[config.mk]
export PLATFORM = sky130hd
export DESIGN_NAME = multdiv_issue
export DESIGN_NICKNAME = d
export VERILOG_FILES = /design/src/rtl/multdiv_issue.sv
export SDC_FILE = /design/constraint.sdc
export NUM_CORES = 1
export LEC_CHECK = 0
export CAP_MARGIN = 15
export CORE_ASPECT_RATIO = 0.7
export CORE_MARGIN = 2
export CORE_UTILIZATION = 45
export CTS_CLUSTER_SIZE = 14
export DETAILED_ROUTE_END_ITERATION = 7
export GPL_TIMING_DRIVEN = 0
export HOLD_SLACK_MARGIN = 0.1
export PLACE_DENSITY = 0.85
export SYNTH_ARGS = -nofsm -noshare
export SYNTH_HDL_FRONTEND = slang
export SYNTH_SLANG_ARGS = --single-unit
[constraint.sdc]
create_clock -name clock -period 2.9 [get_ports clock]
set_clock_uncertainty 0.05 [all_clocks]
set_input_delay 0.58 -clock clock [delete_from_list [all_inputs] [get_ports clock]]
set_output_delay 0.58 -clock clock [all_outputs]
set_load 0.01 [all_outputs]
[src/rtl/multdiv_issue.sv]
// Issue/writeback controller for the iterative multiply/divide unit: latches a
// request, pulses the unit's start, stalls the pipeline and returns one writeback.
module multdiv_issue #(
    parameter int TIMEOUT       = 40,
    parameter int MULT_EXC_CODE = 4,
    parameter int DIV_EXC_CODE  = 5,
    parameter int RSTATUS_REG   = 30
) (
    input  logic        clock,
    input  logic        reset,
    input  logic        start_mult,
    input  logic        start_div,
    input  logic [31:0] operand_a,
    input  logic [31:0] operand_b,
    input  logic [4:0]  rd_in,
    input  logic [31:0] md_result,
    input  logic        md_exception,
    input  logic        md_ready,
    output logic        ctrl_mult,
    output logic        ctrl_div,
    output logic [31:0] md_operand_a,
    output logic [31:0] md_operand_b,
    output logic        stall,
    output logic        wb_valid,
    output logic [4:0]  wb_rd,
    output logic [31:0] wb_data
);

    localparam int CNT_W = $clog2(TIMEOUT + 1);
    localparam logic [CNT_W-1:0] CNT_LAST  = CNT_W'(TIMEOUT - 1);
    localparam logic [CNT_W-1:0] CNT_ONE   = CNT_W'(1);
    localparam logic [4:0]       RSTAT_IDX = 5'(RSTATUS_REG);
    localparam logic [31:0]      MULT_CODE = 32'(MULT_EXC_CODE);
    localparam logic [31:0]      DIV_CODE  = 32'(DIV_EXC_CODE);

    typedef enum logic [2:0] {
        ST_IDLE  = 3'd0,
        ST_ISSUE = 3'd1,
        ST_MASK  = 3'd2,
        ST_WAIT  = 3'd3,
        ST_WB    = 3'd4
    } state_t;

    state_t            state_r, state_nxt_s;
    logic [CNT_W-1:0]  cnt_r, cnt_nxt_s;
    logic              op_div_r;
    logic [4:0]        rd_r;
    logic [31:0]       opa_r, opb_r;
    logic              ctrl_mult_r, ctrl_div_r, wb_valid_r;
    logic [4:0]        wb_rd_r;
    logic [31:0]       wb_data_r;

    logic              accept_s, done_s, exc_s;
    logic [31:0]       res_s;
    logic              ctrl_mult_nxt_s, ctrl_div_nxt_s, wb_valid_nxt_s;
    logic [4:0]        wb_rd_nxt_s;
    logic [31:0]       wb_data_nxt_s;

    // Next-state, completion capture and next values of the registered outputs.
    always_comb begin
        state_nxt_s     = state_r;
        cnt_nxt_s       = cnt_r;
        accept_s        = 1'b0;
        done_s          = 1'b0;
        exc_s           = 1'b0;
        res_s           = 32'd0;
        ctrl_mult_nxt_s = 1'b0;
        ctrl_div_nxt_s  = 1'b0;
        wb_valid_nxt_s  = 1'b0;
        wb_rd_nxt_s     = 5'd0;
        wb_data_nxt_s   = 32'd0;
        case (state_r)
            ST_IDLE: begin
                if (start_mult || start_div) begin
                    accept_s        = 1'b1;
                    ctrl_mult_nxt_s = start_mult;
                    ctrl_div_nxt_s  = ~start_mult;
                    state_nxt_s     = ST_ISSUE;
                end else begin
                    state_nxt_s = ST_IDLE;
                end
            end
            ST_ISSUE: state_nxt_s = ST_MASK;
            // Ready may still be stale from the previous operation here.
            ST_MASK: begin
                cnt_nxt_s   = '0;
                state_nxt_s = ST_WAIT;
            end
            ST_WAIT: begin
                if (md_ready) begin
                    done_s = 1'b1;
                    exc_s  = md_exception;
                    res_s  = md_result;
                end else if (cnt_r == CNT_LAST) begin
                    done_s = 1'b1;
                    exc_s  = 1'b1;
                end else begin
                    cnt_nxt_s = cnt_r + CNT_ONE;
                end
            end
            ST_WB:   state_nxt_s = ST_IDLE;
            default: state_nxt_s = ST_IDLE;
        endcase

        if (done_s) begin
            state_nxt_s = ST_WB;
            if (exc_s) begin
                wb_valid_nxt_s = 1'b1;
                wb_rd_nxt_s    = RSTAT_IDX;
                wb_data_nxt_s  = op_div_r ? DIV_CODE : MULT_CODE;
            end else if (rd_r != 5'd0) begin
                wb_valid_nxt_s = 1'b1;
                wb_rd_nxt_s    = rd_r;
                wb_data_nxt_s  = res_s;
            end else begin
                wb_valid_nxt_s = 1'b0;
            end
        end else begin
            wb_valid_nxt_s = 1'b0;
        end
    end

    // State, request latches and registered outputs.
    always_ff @(posedge clock or negedge reset) begin
        if (!reset) begin
            state_r     <= ST_IDLE;
            cnt_r       <= '0;
            op_div_r    <= 1'b0;
            rd_r        <= 5'd0;
            opa_r       <= 32'd0;
            opb_r       <= 32'd0;
            ctrl_mult_r <= 1'b0;
            ctrl_div_r  <= 1'b0;
            wb_valid_r  <= 1'b0;
            wb_rd_r     <= 5'd0;
            wb_data_r   <= 32'd0;
        end else begin
            state_r     <= state_nxt_s;
            cnt_r       <= cnt_nxt_s;
            ctrl_mult_r <= ctrl_mult_nxt_s;
            ctrl_div_r  <= ctrl_div_nxt_s;
            wb_valid_r  <= wb_valid_nxt_s;
            wb_rd_r     <= wb_rd_nxt_s;
            wb_data_r   <= wb_data_nxt_s;
            if (accept_s) begin
                op_div_r <= ~start_mult;
                rd_r     <= rd_in;
                opa_r    <= operand_a;
                opb_r    <= operand_b;
            end
        end
    end

    // In IDLE the requesting instruction must freeze in its own cycle.
    assign stall = (state_r == ST_IDLE) ? (reset & (start_mult | start_div))
                                        : (state_r != ST_WB);

    assign ctrl_mult    = ctrl_mult_r;
    assign ctrl_div     = ctrl_div_r;
    assign md_operand_a = opa_r;
    assign md_operand_b = opb_r;
    assign wb_valid     = wb_valid_r;
    assign wb_rd        = wb_rd_r;
    assign wb_data      = wb_data_r;

endmodule

After elaboration in Yosys (flattened, before gate mapping)

Index checks and enable logic that the tools add are counted.

Flip-flop bits (word level): 119
Output and inout port bits: 105
Logic and storage cells: 58

$add $sub $neg: 1
Eq/ne operators: 8
Mux-type cells: 30
Bitwise logic cells: 3
Reductions and logical operators: 5

Operators with widths:

| operator                                            | count |
|---|---|
| 2-to-1 mux 32 bit                                   | 5 |
| 2-to-1 mux 1 bit                                    | 17 |
| 2-to-1 mux 5 bit                                    | 3 |
| 2-to-1 mux 6 bit                                    | 2 |
| case mux 3 bit (4 select lines)                     | 1 |
| case mux 6 bit (2 select lines)                     | 1 |
| adder 6 x 1 -> 6 bit, second input constant         | 1 |
| equality test 3 x 2 -> 1 bit, second input constant | 2 |
| equality test 6 bit, second input constant          | 1 |
| != test 2 bit, second input constant                | 3 |
| nonzero test 5 bit                                  | 1 |
| equality test 3 x 1 -> 1 bit, second input constant | 1 |
| logical NOT 3 bit                                   | 1 |
| 2-to-1 mux 3 bit                                    | 1 |
| != test 3 bit, second input constant                | 1 |
| AND reduction 3 bit                                 | 1 |
| nonzero test 2 bit                                  | 1 |
| AND 1 bit                                           | 1 |
| logical OR 1 bit                                    | 1 |
| inverter 1 bit                                      | 1 |
| OR 1 bit                                            | 1 |

Logic depth before layout (Yosys ltp)

Depth in word-level cells: 6
Mapped depth: 5

Least setup slack after synthesis

No wires, ideal clock.

Path kind: input port to output port
Start: input start_div
End: output stall
Data arrival time: 1.408 ns
Setup slack: 0.862 ns
Cell stages on the path: 4
Buffers on the path: 2
Cells stage by stage: o21a_1 buf_6 buf_12 a211o_2

Cells in the longest elaborated chain, start to end: 3

RTL lines:

| item             | line | source |
|---|---|---|
| start, declared  | 12   | `input logic start_div,` |
| OR 1 bit         | 155  | `assign stall = (state_r == ST_IDLE) ? (reset & (start_mult \| start_div))` |
| AND 1 bit        | 155  |  |
| 2-to-1 mux 1 bit | 155  |  |
| end, declared    | 23   | `output logic stall,` |

No other way between the ends.

Final worst setup path

Ends and elaborated chain as after synthesis.

==> metrics.md <==
| Metric | Value |
|---|---|
| Setup Fix Bufs, Post-CTS | 0 |
| Yosys warns | 0 |
| Static Leak | 3.46 nW |
| Fin. max-slew vios | 0 |
| Post-Synthesis Net Count | 411 |
| Drt wl/cell | 17.7 microns |
| Number of antenna violations at the first check in global routing | 0 |
| Main synth FF type | dfrtp_1 |
| RSZ-0062 raised after global routing | false |
| RD Place Congestion | 0.786 |
| Post_cts resized | 1 |
| Overall power | 8.11 mW |
| Post-layout util | 74.5% |
| Crit path launch type | primary input |
| Hold Buf Count CTS | 0 |
| Design area | 7720 sq um |
| HPWL Detailed | 8.60 mm |
| Vias per inst | 4.82 |
| Iter 0 DRT Violations | 201 |
| Die Wd | 127 microns |
| Num CTS Buffers | 17 |
| Post-synth EDFFs | 0 |
| DRC | 0 |
| Syn Area/Cell | 15.8 sq um |
| Layout cells sized above 1 | 21.6% |
| Antenna-violating nets left | 0 |
| WS Path Type | in -> out |
| Fin crit share | 96.8% |
| Worst EP arrival | 2.18 ns |
| Final min period | 2.81 ns |
| Slew at the pin with the worst max-slew slack | 0.553 ns |
| H-tree depth | 4 |
| Layout area overhead | 61.1% |
| Post-DP Area | 7100 sq um |
| Die Area | 11,500 sq um |
| Synth unique cells | 35 |
| Final nets | 642 |
| Final setup fails | 0 |
| Status | finished clean |
| Mapped cell area | 4790 sq um |
| Rows | 31 |
| IO buf count | 211 |
| CORE AREA | 10,400 sq um |
| PD cells | 1050 nW/um^2 |
| Die height | 90.3 microns |
| Sinks on Clock Net | 119 |
| Total gr overflow | 0 |
| Vias | 3,265 |
| Ys async rst share | 100% |
| Syn Inst Count | 303 |
| Largest net degree at the start of global routing | 62 |
| Skew-Pair Late Insertion Delay | 0.40 ns |
| Gr usage total | 21.8% |
| Root buffer selected by CTS | clkbuf_16 |
| Drt first pass iters | 4 |
| Crit. End Element | output port |
| Reg clk slew, reported paths | 0.05 ns |
| Clk buf depth | 2 |
| Initial Util | 46.3% |
| Sum of negative setup slack | 0 ns |
| Vias in the first global route | 3,427 |
| First-pass GRT wire length | 19.1 mm |
| Hold Path Class | in -> async |
| MaxCap Viol Count | 0 |
| Crit path max fanout | 10 |
| Max Clk Rate | 0.356 GHz |
| CTS tree | yes |
| Final WL | 12.0 mm |
| Inserted Diodes | 0 |
| VDD IR max | 0.585 mV |
| #FFs+latches synth | 119 |
| Slew margin rel. | 63.2% |
| Required time worst endpoint | 2.27 ns |
| Final hold violations | 0 |
| Seq/Total Area, Yosys | 62.2% |
| IO Count | 212 |
## power by group
group	internal, mW	leakage, nW	switching (mW)
clock	1.50	0.306	0.697
combinational	2.12	1.66	1.14
sequential	2.27	1.50	0.373
total	5.89	3.46	2.21
## worst max-delay path, stage by stage
cell and delay (ns):
clkdlybuf4s50_1 0.44, o21a_1 0.21, buf_6 0.17, buf_12 0.16, a211o_2 0.32, dlygate4sd2_1 0.29
## routing by layer
| layer | part of all wire (%) | global-route usage [%] | vias to the layer above |
|---|---|---|---|
| met5 | 0 | 0 | - |
| met4 | 0.95 | 5.49 | 0 |
| met3 | 6.5 | 6.58 | 12 |
| met2 | 50 | 36.9 | 143 |
| met1 | 43 | 27.5 | 1618 |
| li1 | - | - | 1492 |
## area by class of cell
class                           count  area (sq um)
Multi-Input combinational cell    169          1630
Tap cell                          132           165
Clock buffer                       22           474
Timing Repair Buffer              212          2140
Buffer                             13           174
Inverter                            2          7.51
Sequential cell                   119          2980
Clock inverter                      9           148
Fill cell                         651          2640
## synth_stat cells (3+ instances only)
library cell / count / share of area, %
dfrtp_1: 119 / 62
and2_1: 32 / 4.2
clkbuf_2: 3 / 0.31
nand2_1: 9 / 0.71
buf_12: 7 / 2.9
o21ai_0: 3 / 0.31
a21oi_1: 6 / 0.63
o21a_1: 3 / 0.47
nand3_1: 8 / 0.84
nor2_1: 14 / 1.1
mux2_4: 68 / 21
## state kept, by name (all words and copies together), names as in the netlist, 3 cells and up
register / flops
state_r: 3
rd_r: 5
md_operand_b: 32
cnt_r: 6
wb_data: 32
wb_rd: 5
md_operand_a: 32
## path summary, 6_finish.rpt
path                                       start          endpoint  slack [ns]  cells after the start
min in group clock              md_operand_b[30]  md_operand_b[30]        0.45                      1
worst min register to register  md_operand_b[30]  md_operand_b[30]        0.45                      1
worst max-delay path                   start_div             stall        0.09                      6
max in group asynchronous                  reset  md_operand_b[24]        2.03                      2
worst min-delay path                       reset  md_operand_a[24]         0.1                      1
worst max register to register        state_r[1]  md_operand_a[20]        1.11                      5
## per-stage QoR
step | instances | hold slack [ns] | setup WS [ns]
after floorplan | 303 | 0.234 | 0.862
after global placement | 646 | 0.440 | -3.60
after detailed placement | 647 | 0.442 | -0.102
after CTS | 678 | 0.112 | 0.0913
after global routing | 678 | 0.138 | 0.0397
final | 678 | 0.0968 | 0.0917
## logic make-up after synthesis
family	Yosys count	synth area share, %
flip-flops	119	62.2
AND/OR/NAND/NOR	79	9.48
adder cells (fa/ha/maj)	1	0.261
multiplexers	70	21.8
AO/OA/AOI/OAI	19	2.53
buffers and inverters	15	3.79
## placed cells by master (no fill, tap or decap), types with 3 or more instances in the layout
cell type / instances
and2_1: 32
clkbuf_1: 4
clkdlybuf4s50_1: 209
nand2_1: 9
clkbuf_2: 3
o21a_1: 3
bufinv_16: 4
clkbuf_16: 17
buf_12: 7
a21oi_1: 6
clkinv_2: 4
clkbuf_8: 3
nor2_1: 14
mux2_4: 68
nand3_1: 8
o21ai_0: 3
dfrtp_1: 119
Power figures use the tool's default switching activity.
